==> src/rtl/diffeq_seq_ctrl.sv <==
// diffeq_seq_ctrl: sequencing controller for the iterative diff-eq datapath.
// Loads operands under one-hot strobes, steps through NUM_PHASES compute
// phases per iteration, re-checks the loop condition and hands the result off
// with valid/ack. Holds no data, only sequencing state.
// Optional per-phase watchdog: define DIFFEQ_CTRL_TIMEOUT_EN.
//
// state     | meaning
// ----------+-----------------------------------------------------------
// IDLE  (0) | waiting for start
// LOAD  (1) | strobing operands in from op_sel until load_done
// COMPUTE(2)| running phase phase_idx, waiting for phase_done
// CHECK (3) | one cycle: bump iter_cnt, evaluate loop condition / limit
// DONE  (4) | result valid, waiting for ack
// 5..7      | illegal, fall back to IDLE
module diffeq_seq_ctrl #(
  parameter int NUM_OPS     = 4,
  parameter int NUM_PHASES  = 3,
  parameter int ITER_W      = 16,
  parameter int TIMEOUT_CYC = 255,
  localparam int PHASE_W    = (NUM_PHASES > 1) ? $clog2(NUM_PHASES) : 1
) (
  input  logic               clk,
  input  logic               reset,
  input  logic               start,
  input  logic               abort,
  input  logic [NUM_OPS-1:0] op_sel,
  input  logic               load_done,
  input  logic               phase_done,
  input  logic               continue_while,
  input  logic [ITER_W-1:0]  max_iter,
  input  logic               ack,
  output logic [NUM_OPS-1:0] load_en,
  output logic               phase_start,
  output logic [PHASE_W-1:0] phase_idx,
  output logic [ITER_W-1:0]  iter_cnt,
  output logic [2:0]         state,
  output logic               busy,
  output logic               valid,
  output logic               err
);

  typedef enum logic [2:0] {
    S_IDLE    = 3'd0,
    S_LOAD    = 3'd1,
    S_COMPUTE = 3'd2,
    S_CHECK   = 3'd3,
    S_DONE    = 3'd4
  } state_t;

  state_t             state_q, state_n;
  logic [NUM_OPS-1:0] load_en_q, load_en_n;
  logic               phase_start_q, phase_start_n;
  logic [PHASE_W-1:0] phase_idx_q, phase_idx_n;
  logic [ITER_W-1:0]  iter_q, iter_n;
  logic               err_q, err_n;
  logic               last_phase;
  logic               iter_hits_max;

`ifdef DIFFEQ_CTRL_TIMEOUT_EN
  // Watchdog is a down-counter reloaded on phase entry; terminal count 0
  // marks the last budgeted cycle of the phase.
  localparam int WD_W = (TIMEOUT_CYC > 1) ? $clog2(TIMEOUT_CYC) : 1;
  localparam logic [WD_W-1:0] WD_LOAD = WD_W'(TIMEOUT_CYC - 1);
  logic [WD_W-1:0] wd_q, wd_n;
`else
  logic unused_timeout;
  assign unused_timeout = (TIMEOUT_CYC != 0);
`endif

  assign last_phase    = (phase_idx_q == PHASE_W'(NUM_PHASES - 1));
  // Widened compare so an all-ones iter_cnt never wraps into a false match.
  assign iter_hits_max = (max_iter != '0) &&
                         (({1'b0, iter_q} + (ITER_W+1)'(1)) == {1'b0, max_iter});

  // State and registered outputs.
  always_ff @(posedge clk or posedge reset) begin
    if (reset) begin
      state_q       <= S_IDLE;
      load_en_q     <= '0;
      phase_start_q <= 1'b0;
      phase_idx_q   <= '0;
      iter_q        <= '0;
      err_q         <= 1'b0;
    end else begin
      state_q       <= state_n;
      load_en_q     <= load_en_n;
      phase_start_q <= phase_start_n;
      phase_idx_q   <= phase_idx_n;
      iter_q        <= iter_n;
      err_q         <= err_n;
    end
  end

`ifdef DIFFEQ_CTRL_TIMEOUT_EN
  // Per-phase watchdog register.
  always_ff @(posedge clk or posedge reset) begin
    if (reset) wd_q <= '0;
    else       wd_q <= wd_n;
  end
`endif

  // Next-state and next-output decode; abort overrides everything.
  always_comb begin
    state_n       = state_q;
    load_en_n     = '0;
    phase_start_n = 1'b0;
    phase_idx_n   = phase_idx_q;
    iter_n        = iter_q;
    err_n         = err_q;
`ifdef DIFFEQ_CTRL_TIMEOUT_EN
    wd_n          = wd_q;
`endif
    if (abort && (state_q != S_IDLE)) begin
      state_n = S_IDLE;
      err_n   = 1'b1;
    end else begin
      case (state_q)
        S_IDLE: begin
          if (start) begin
            state_n = S_LOAD;
            iter_n  = '0;
            err_n   = 1'b0;
          end
        end
        S_LOAD: begin
          // Isolate the lowest set bit of op_sel.
          load_en_n = op_sel & (~op_sel + NUM_OPS'(1));
          if (load_done) begin
            state_n       = S_COMPUTE;
            phase_idx_n   = '0;
            phase_start_n = 1'b1;
`ifdef DIFFEQ_CTRL_TIMEOUT_EN
            wd_n          = WD_LOAD;
`endif
          end
        end
        S_COMPUTE: begin
          if (phase_done) begin
            if (last_phase) begin
              state_n = S_CHECK;
            end else begin
              phase_idx_n   = phase_idx_q + PHASE_W'(1);
              phase_start_n = 1'b1;
`ifdef DIFFEQ_CTRL_TIMEOUT_EN
              wd_n          = WD_LOAD;
`endif
            end
          end
`ifdef DIFFEQ_CTRL_TIMEOUT_EN
          else if (wd_q == '0) begin
            state_n = S_DONE;
            err_n   = 1'b1;
          end else begin
            wd_n = wd_q - WD_W'(1);
          end
`endif
        end
        S_CHECK: begin
          if (iter_q != '1) iter_n = iter_q + ITER_W'(1);
          if (!continue_while) begin
            state_n = S_DONE;
            err_n   = 1'b0;
          end else if (iter_hits_max) begin
            state_n = S_DONE;
            err_n   = 1'b1;
          end else begin
            state_n       = S_COMPUTE;
            phase_idx_n   = '0;
            phase_start_n = 1'b1;
`ifdef DIFFEQ_CTRL_TIMEOUT_EN
            wd_n          = WD_LOAD;
`endif
          end
        end
        S_DONE: begin
          if (ack) state_n = S_IDLE;
        end
        default: state_n = S_IDLE;
      endcase
    end
  end

  assign load_en     = load_en_q;
  assign phase_start = phase_start_q;
  assign phase_idx   = phase_idx_q;
  assign iter_cnt    = iter_q;
  assign state       = state_q;
  assign busy        = (state_q == S_LOAD) || (state_q == S_COMPUTE) || (state_q == S_CHECK);
  assign valid       = (state_q == S_DONE);
  assign err         = err_q;

endmodule

==> config.mk <==
export PLATFORM = sky130hd
export DESIGN_NAME = diffeq_seq_ctrl
export DESIGN_NICKNAME = d
export VERILOG_FILES = /design/src/rtl/diffeq_seq_ctrl.sv
export SDC_FILE = /design/constraint.sdc
export NUM_CORES = 1
export LEC_CHECK = 0
export CAP_MARGIN = 20
export CORE_MARGIN = 4
export CORE_UTILIZATION = 44
export DETAILED_ROUTE_END_ITERATION = 12
export PLACE_DENSITY = 0.87
export SLEW_MARGIN = 0
export SYNTH_ARGS = -nofsm -noshare
export SYNTH_HDL_FRONTEND = slang
export SYNTH_SLANG_ARGS = --single-unit
export TNS_END_PERCENT = 1
==> constraint.sdc <==
create_clock -name clk -period 2.3 [get_ports clk]
set_input_delay 0.46 -clock clk [delete_from_list [all_inputs] [get_ports clk]]
set_output_delay 0.46 -clock clk [all_outputs]
set_load 0.02 [all_outputs]
# ---- Yosys cells after proc, flatten, opt, wreduce, memory -nomap -nowiden
# Index checks and enable logic that the tools add are counted.
dict set report word_totals {
  regBits 27
  input_bits 28
  out_inout_bits 29
}
dict set report op_classes {
  add_sub_neg 4
  eq_ne 20
  muxes 32
  bitwise_logic 3
  n_reduce_logical 14
}
# op count
set op_table {}
lappend op_table {{2-to-1 mux 16 bit} 2}
lappend op_table {{one-hot mux 16 bit (2 select lines)} 1}
lappend op_table {{2-to-1 mux 3 bit} 8}
lappend op_table {{adder 16 x 1 -> 17 bit, second input constant} 1}
lappend op_table {{== test 17 x 16 -> 1 bit} 1}
lappend op_table {{adder 16 x 1 -> 16 bit, second input constant} 1}
lappend op_table {{!= test 16 bit, second input constant} 1}
lappend op_table {{nonzero test 16 bit} 1}
lappend op_table {{one-hot mux 3 bit (5 select lines)} 1}
lappend op_table {{!= test 2 bit, second input constant} 7}
lappend op_table {{!= test 3 bit, second input constant} 4}
lappend op_table {{2-to-1 mux 1 bit} 10}
lappend op_table {{2-to-1 mux 2 bit} 5}
lappend op_table {{nonzero test 3 bit} 3}
lappend op_table {{2-to-1 mux 4 bit} 2}
lappend op_table {{AND reduction 7 bit} 1}
lappend op_table {{== test 3 x 2 -> 1 bit, second input constant} 2}
lappend op_table {{one-hot mux 2 bit (3 select lines)} 1}
lappend op_table {{AND reduction 5 bit} 1}
lappend op_table {{adder 4 x 1 -> 4 bit, second input constant} 1}
lappend op_table {{bitwise AND 4 bit} 1}
lappend op_table {{!= test 4 bit, second input constant} 1}
lappend op_table {{NOT 4 bit} 1}
lappend op_table {{AND reduction 4 bit} 1}
lappend op_table {{13 further kinds} 15}

# ---- Longest topological paths before layout
dict set report depth {
  ltp_word 7
  mapped_depth 8
  ltp_nobuf 7
}

# ---- Least setup slack after synthesis
# No wires, ideal clock.
dict set report synth_timing {
  path_kind {register to register}
  start {reg iter_q[0] (netlist: iter_cnt[0])}
  end {reg phase_start_q (netlist: phase_start)}
  setup_ps 127
  arrival_ps 2386
  required_ps 2173
  slack_ps -213
  stages_incl_launch_ff 8
  path_buffers 0
  period_less_slack_ps 2513
  cell_sequence {dfrtp_1 > ha_1 > nand4_1 > or4_4 > xnor2_1 > a2111oi_4 > and4_1 > o21ai_0}
}
dict set report synth_between {
  elab_chain_len 7
}
# element line
set synth_rtl {}
lappend synth_rtl {{start: declaration} 54} ;# logic [ITER_W-1:0] iter_q, iter_n;
lappend synth_rtl {{start signal: assignment} 89} ;# iter_q <= iter_n;
lappend synth_rtl {{adder 16 x 1 -> 17 bit} 73} ;# (({1'b0, iter_q} + (ITER_W+1)'(1)) == {1'b0, max_iter});
lappend synth_rtl {{== test 17 x 16 -> 1 bit} 73}
lappend synth_rtl {{logical AND 1 bit} 72} ;# assign iter_hits_max = (max_iter != '0) &&
lappend synth_rtl {{2-to-1 mux 1 bit} 163} ;# end else if (iter_hits_max) begin
lappend synth_rtl {{2-to-1 mux 1 bit} 160} ;# if (!continue_while) begin
lappend synth_rtl {{one-hot mux 1 bit (3 select lines)} 117} ;# case (state_q)
lappend synth_rtl {{2-to-1 mux 1 bit} 113} ;# if (abort && (state_q != S_IDLE)) begin
lappend synth_rtl {{via phase_start_n} 52} ;# logic phase_start_q, phase_start_n;
lappend synth_rtl {{end signal: assignment} 87} ;# phase_start_q <= phase_start_n;
lappend synth_rtl {{end: declaration} 52}
# The timed path passes the listed nets, and every way through them passes these cells.
# A chain may end at the register's enable or synchronous reset.

# ---- Worst setup path in the final report
# Same ends and word-level chain as after synthesis.

==> out/metrics.yaml <==
synthesis:
  synth_nets: 267
  synth_async_sr_flop_share_pct: 100.0
  synth_area_um2: 2051
  synth-simple-area-share_pct: 28.19
  synth_fa_ha_area_share_pct: 1.220
  syn_area_per_cell_um2: 8.653
  synthMuxAreaShare_pct: 0.5491
  yosysTopAreaCellShare_pct: 32.95
  synth_cell_types: 50
  yosysWarnings: 0
  ys.flop_type: "dfrtp_1"
  synthCells: 237
  synth_compound_area_share_pct: 23.43
  synthXorXnorAreaFrac_pct: 8.359
  synthTopCellsByArea: "dfrtp_1, o21ai_0, xnor2_1, nor2_1, o31ai_1"
  ys_seq_area_share_pct: 32.95
  synth_edf_count: 0
  ys_ff_latch: 27
  yosysMostFrequentCell: "dfrtp_1"
  synth_top_family_by_area: "simple AND/OR/NAND/NOR gates"
  synth_common_cells: "dfrtp_1, o21ai_0, nor2_1"
  synth_area_leader_cell: "dfrtp_1"
layout:
  multi_input_area_um2: 1325
  fillers: 347
  fin_cells: 366
  final_area_um2: 2993
  antennaDiodeCount: 0
  final_nets: 345
  area_growth_pct: 45.94
  seq_area_um2: 679.4
  drive_above_1_share_pct: 18.79
global_route:
  grt_max_degree: 28
  grt_pass1_wl_um: 10140
  grt_pass1_vias: 2098
  antenna_found_initial: 0
  overflow: 0
  grtUsageTotal_pct: 20.99
detailed_routing:
  drc: 0
  wl_per_cell_um: 17.52
  wirelength_um: 6411
  firstDrtPassIters: 5
  vias_per_cell: 6.208
  drt-initial-drc-count: 330
  drtAntennaViolNets: 0
  vias: 2272
place:
  place.gp.congestion: 0.8721
  placed_cells: 352
  dpl.hpwl_um: 4445
  portBuffers: 56
  place_area_um2: 2796
hold_path:
  hold_path_class: "in -> async"
floorplanning:
  fp.dieH_um: 76.27
  floorplan.rows: 24
  die_w_um: 76.27
  pin_count: 57
  initial_core_util_pct: 46.14
  core-area_um2: 4444
  die-area_um2: 5817
critical_path:
  path_class: "reg -> reg"
  critPathLaunchType: "register"
  cp.required_ns: 2.48
  worstSetupEndpointType: "register"
  crit_arrival_ns: 2.53
  worstPathMaxFanout: 3
  rrSetupSlack_ns: -0.06
  cp_cell_sequence: "ha_4 > nand4_1 > or4_4 > buf_12 > xnor2_4 > a2111oi_4 > and4_1 > o21ai_1"
  slowest_stage: "or4_4"
  crit_family: "simple AND/OR/NAND/NOR gates"
  critPathMaxStageDelay_ns: 0.61
  path_buf_inv: 1
clocking:
  cts_made_buffers: 3
  cts_tree: "yes"
  htreeDepth: 1
  worstSkewPairLatency_ns: 0.28
  clk_pin_slew_ns: 0.10
  clock_path_buffers: 2
  clockRootBuffer: "clkbuf_8"
  clkSinkCount: 27
timing:
  skew_ns: 0.004846
  fin_tns_setup_ns: -0.4019
  slew-limit-headroom_pct: 69.99
  hold_viol_final: 0
  fin_ws_ns: -0.05600
  fmax_mhz: 424.4
  min_period_ns: 2.356
  post-route-period-util_pct: 102.4
  whs_ns: 0.5359
  rsz0062_at_grt: "yes"
  tightest_slew_ns: 0.4461
  slew_violations: 0
  setup_viol: 16
power_and_ir_drop:
  power.leakage_nw: 1.172
  power_density_nw_per_um2: 505.2
  ir_worst_vdd_uv: 342.0
outcome:
  status: "finished with violations"
  violations: "setup timing"
job:
  max-cap-violations: 0
==> sequential cells by signal (all words and copies together) (netlist names) <==
name	flops
iter_cnt	16
load_en	4
state	3
phase_idx	2
err	1
phase_start	1
==> logic make-up after synthesis <==
kind of cell	Yosys count
buffers and inverters	25
flip-flops	27
adder cells (fa/ha/maj)	2
AO/OA/AOI/OAI	66
XOR/XNOR	18
AND/OR/NAND/NOR	98
multiplexers	1
==> tightest hold or removal path: cells and delay by family <==
family,cells,cell delay [ns]
buffers and inverters,3,0.78
==> final timing paths <==
check	startpoint	cells past startpoint	endpoint
worst max-delay path	iter_cnt[0]$_DFFE_PP0P_	8	phase_start$_DFF_PP0_
worst min-delay path	reset	3	load_en[3]$_DFF_PP0_
worst max register to register	iter_cnt[0]$_DFFE_PP0P_	8	phase_start$_DFF_PP0_
worst min register to register	phase_idx[0]$_DFFE_PP0P_	1	phase_idx[0]$_DFFE_PP0P_
max in group asynchronous	reset	3	iter_cnt[0]$_DFFE_PP0P_
min in group clk	phase_idx[0]$_DFFE_PP0P_	1	phase_idx[0]$_DFFE_PP0P_
==> layout by cell type, fill, tap and decap left out, drive strengths merged, types with 10 or more instances in the layout <==
cell type,n
nor2,21
o31ai,10
nor2b,10
nand2,11
buf,35
xnor2,12
dfrtp,27
clkdlybuf4s50,56
o21ai,26
==> what timing repair did <==
item                                    CTS  global route
cloned                                    0             2
endpoints found under the setup margin    4            22
resized for setup                         4            17
hold buffers                              0             0
pin swaps                                 5             4
buffers inserted                          3             5
==> cell type report <==
cell class / instances / share of cell area (%)
multi-input combinational: 185 / 44.27
timing repair buffer: 91 / 28.34
sequential: 27 / 22.70
tap: 52 / 2.174
clock buffer: 3 / 1.380
inverter: 7 / 0.8779
clock inverter: 1 / 0.2508
==> power by group <==
group	switching, W	internal, W	total [W]
logic	0.000326	0.000307	0.000633
registers	0.0000704	0.000520	0.000591
clock network	0.000165	0.000123	0.000288
==> routing by layer <==
metal	vias to the layer above	part of all wire, %	global-route usage [%]
met5	-	0	0
met3	32	8.0	1.418
li1	1038	-	-
met1	1050	40	27.62
met2	152	47	35.15
met4	0	4.3	9.783
==> through the flow <==
step	utilization, %	setup slack (ns)	total power, W
final	67.34	-0.05600	0.001512
after global routing	67.34	-0.1387	0.001587
after detailed placement	62.92	-0.1579	0.001177
after floorplan	-	0.06608	0.0009154
after CTS	65.15	-0.006724	0.001472
after global placement	62.92	-0.1006	0.001160
No activity file was read; power rests on OpenSTA's default activity.
==> RTL edit 1, RTL diff (same settings) <==
Add a define of `DIFFEQ_CTRL_TIMEOUT_EN`.
--- a/src/rtl/diffeq_seq_ctrl.sv
+++ b/src/rtl/diffeq_seq_ctrl.sv
@@ -13,4 +13,6 @@
 // DONE  (4) | result valid, waiting for ack
 // 5..7      | illegal, fall back to IDLE
+`define DIFFEQ_CTRL_TIMEOUT_EN
+
 module diffeq_seq_ctrl #(
   parameter int NUM_OPS     = 4,
Function: same outputs for any inputs over 10 cycles, from zero or initial values and one cycle with reset high; that may be too few to reach the edited logic, so the function may still have changed.
==> RTL edit 1 against the original RTL <==
The run still ends with setup timing left; synthesized area up 23%; global-route usage up 2.2 points; total power up 48%; sequential cell count up 8; design area up 28%; worst setup slack worse by 0.42 ns; wire length up 25%.
==> RTL edit 1: results (changes against the original RTL) <==
stage	metric	value	unit	change
place	dpl cell area	0.00363	mm²	+30%
outcome	status	complete, but fails checks		
layout	Largest register FFs	16		unchanged
yosys	Async SR Flop Fraction	100	%	unchanged
grt	vias in the first global route	2951		+41%
critical_path	CP startpoint	max_iter[7]		
route	met1 WL	3110	µm	+20%
sta	final worst setup slack	-0.476	ns	-0.420 ns
clock_network	TritonCTS Buffers	5		+2
critical_path	Worst R2R Path Depth	9		+1
sta	TNS Setup	-5.59	ns	-5.19 ns
grt	largest net degree at the start of global routing	36		+29%
critical_path	Worst Path Arrival	2.95	ns	+0.42 ns
place	placed cell count	467		+33%
grt	met1 Use GR	27.4	%	-0.20 points
place	Routability Congestion	0.922		+5.7%
route	Via density	5.93		-4.4%
yosys	post-synthesis sequential area ratio	34.7	%	+1.8 points
yosys	Mapped Nets	326		+22%
critical_path	Worst R2R End	wd_q[7]		
sta	Hold Slack	0.519	ns	-0.0168 ns
yosys	synth cell count leaders	dfrtp_1, o21ai_0, nand2_1		
power	Worst VDD drop	0.000465	V	+36%
yosys	Gate Count Post-Synth	294		+24%
route	DRT iter0 DRCs	156		-53%
grt	met3 global-route usage	4.44	%	+3.0 points
critical_path	reg2reg start	iter_cnt[9]		
worst_hold_path	Worst Hold Class	register to register		
sta	final clock skew	0.0116	ns	+0.00680 ns
layout	Non-Filler Instances	482		+32%
grt	first-pass GRT wire length	13600	µm	+34%
grt	GR Util All Layers	23.2	%	+2.2 points
place	pre-CTS WS	-0.818	ns	-0.660 ns
route	routed wl met2	4200	µm	+39%
sta	final setup fails	14		-2
yosys	synth unique cells	58		+16%
layout	Fillers	443		+28%
layout	# nets final	441		+28%
place	placed wire-length estimate	5920	µm	+33%
route	met3 wire length	480	µm	-6.6%
layout	most common cell after layout, fill and taps aside	buf_4		
sta	worst rel slew slack	69.4	%	-0.59 points
layout	share of layout cells above drive strength 1	26.8	%	+8.0 points
power	Leakage	1.55	nW	+32%
yosys	Area contributors post-synth	dfrtp_1, o21ai_0, xnor2_1, nand2_1, nor2_1		
outcome	failing checks	setup timing		
route	final WL	7980	µm	+25%
clock_network	clock-pin slew on the worst setup and hold paths	0.07	ns	-0.03 ns
clock_network	CTS H-tree depth	2		+1
==> RTL edit 1: changes by cell type after synthesis, moves of 4 or more <==
| cell | unedited run | this run |
|---|---|---|
| a21oi_1 | 7 | 13 |
| buf_2 | 9 | 4 |
| clkbuf_1 | 8 | 15 |
| dfrtp_1 | 27 | 35 |
| nand2_1 | 11 | 21 |
| nand3_1 | 8 | 12 |
| nor2b_1 | 10 | 2 |
| o21ai_0 | 26 | 31 |
| or4_1 | 1 | 9 |
==> RTL edit 1: worst max-delay path, stage by stage <==
cell and delay (ns):
clkdlybuf4s50_1 0.44, xnor2_1 0.15, or4bb_1 0.47, a41o_1 0.26, nor4_2 0.18, o2111ai_2 0.21, a311oi_2 0.36, nor3_1 0.08
or3b_1 0.34
==> RTL edit 1: timing repair <==
item	CTS	global route
hold buffers	0	0
setup buffers	3	3
pin swaps	6	7
gates resized for setup	11	6
hold endpoints to repair	0	0
setup endpoints to repair	14	16
cloned	0	1
==> RTL edit 1: layout make-up <==
class                           instances  share of cell area, %
Tap cell                               72                   2.36
Clock inverter                          1                  0.131
Timing Repair Buffer                  130                   29.6
Inverter                               10                  0.982
Multi-Input combinational cell        227                   41.8
Sequential cell                        35                   23.2
Clock buffer                            7                   2.00
==> RTL edit 1: logic make-up after synthesis <==
kind of cell    Yosys count  share of synthesized area, %
buf+inv                  32                          5.55
flops                    35                          34.7
xor+xnor                 20                          6.94
compound gates           84                          23.0
fa+ha+maj                 4                          1.98
simple gates            117                          27.0
mux                       2                         0.793
==> RTL edit 1: where the power goes <==
group,total [mW],leakage (nW),internal (mW),switching [mW]
Sequential,0.784,0.435,0.692,0.0915
Clock,0.440,0.0422,0.213,0.227
Combinational,1.01,1.07,0.465,0.547
Total,2.24,1.55,1.37,0.866
==> RTL edit 2, RTL diff (same settings) <==
Without the edit above. Register the output `iter_cnt` once more, with the module's reset; this adds one clock of latency there. The other outputs are not delayed to match. Comments in the files are not updated.
--- a/src/rtl/diffeq_seq_ctrl.sv
+++ b/src/rtl/diffeq_seq_ctrl.sv
@@ -184,5 +184,11 @@
   assign phase_start = phase_start_q;
   assign phase_idx   = phase_idx_q;
-  assign iter_cnt    = iter_q;
+  always_ff @(posedge clk or posedge reset) begin
+    if (reset) begin
+      iter_cnt <= '0;
+    end else begin
+      iter_cnt <= iter_q;
+    end
+  end
   assign state       = state_q;
   assign busy        = (state_q == S_LOAD) || (state_q == S_COMPUTE) || (state_q == S_CHECK);
Behaviour: not the same (Yosys sat finds a counterexample within 10 cycles, from zero or initial values and one cycle with reset high).
==> RTL edit 2 against the original RTL <==
The run still ends with setup timing left; critical path depth grew 1; non-clock buffer count grew 43; sequential cell count grew 16; design area grew 24%; worst hold slack is essentially flat; synthesized area grew 17%; utilization grew 4.7 points; worst setup slack lost 0.55 ns; wire length grew 23%; total power grew 18%; clock power grew 96%; cell count grew 23%; die area grew 15%; critical endpoint is now phase_idx[1].
==> RTL edit 2: results (changes against the original RTL) <==
stage	metric	value	unit	change
outcome	status	complete, but fails checks		
outcome	failing checks	setup timing		
grt	met3 global-route usage	5.04	%	+3.6 points
grt	first-pass GRT wire length	12500	µm	+23%
sta	Hold Slack	0.536	ns	-0.000312 ns
sta	TNS Setup	-5.10	ns	-4.70 ns
layout	Clock buf/inv share	2.75	%	+1.1 points
critical_path	CP max stage delay	0.49	ns	-0.12 ns
critical_path	Worst R2R Path Depth	9		+1
clock_network	clock-pin slew on the worst setup and hold paths	0.08	ns	-0.02 ns
place	Routability Congestion	0.933		+7.0%
critical_path	Worst R2R End	phase_idx[1]		
critical_path	CP top delay family	compound AO/OA/AOI/OAI gates		
yosys	Synth Cell Area	0.00239	mm²	+17%
grt	largest net degree at the start of global routing	44		+57%
route	routed length per instance	17.5	µm	-0.27%
critical_path	reg2reg start	iter_q[9]		
clock_network	TritonCTS Buffers	5		+2
clock_network	CTS H-tree depth	2		+1
clock_network	Post-CTS Setup Inserts	5		+2
place	placed cell count	438		+24%
layout	# nets final	410		+19%
yosys	Area contributors post-synth	dfrtp_1, o21ai_0, xnor2_1, nor2_1, xor2_1		
place	placed wire-length estimate	5250	µm	+18%
grt	vias in the first global route	2612		+24%
yosys	synth cell count leaders	dfrtp_1, o21ai_0, nor2_1		
yosys	Gate Count Post-Synth	255		+7.6%
layout	fraction of area in registers	28.9	%	+6.2 points
place	dpl cell area	0.00352	mm²	+26%
sta	final worst setup slack	-0.603	ns	-0.547 ns
layout	area grow syn2layout	55.8	%	
sta	final setup fails	22		+6
sta	worst rel slew slack	63.0	%	-7.0 points
route	routed wl met2	3910	µm	+29%
layout	clkbuf count	6		+3
layout	Seq cells	43		+59%
==> RTL edit 2: changes by cell type in the layout (fill, tap and decap cells not counted), sizes merged, moves of 4 or more <==
| cell | before | now |
|---|---|---|
| buf | 35 | 78 |
| dfrtp | 27 | 43 |
| and3 | 1 | 9 |
| nor2b | 10 | 2 |
| nand2 | 11 | 16 |
| a31oi | 2 | 6 |
| nor2 | 21 | 17 |
| nor4 | 8 | 4 |
==> RTL edit 2: cells by family (layout without fill, tap and decap cells) <==
group	Yosys count	in the layout	share of synthesized area, %
and+or+nand+nor	93	93	21.8
AOI/OAI and AO/OA	74	74	20.5
DFF	43	43	45.0
buffers and inverters	24	149	4.40
xor gates and xnor gates	16	16	5.86
muxes	3	3	1.47
adders and majority gates	2	2	1.05
==> RTL edit 2: power by group <==
part / switching, mW / internal [mW]
logic: 0.209 / 0.201
clock network: 0.246 / 0.318
registers: 0.0223 / 0.784
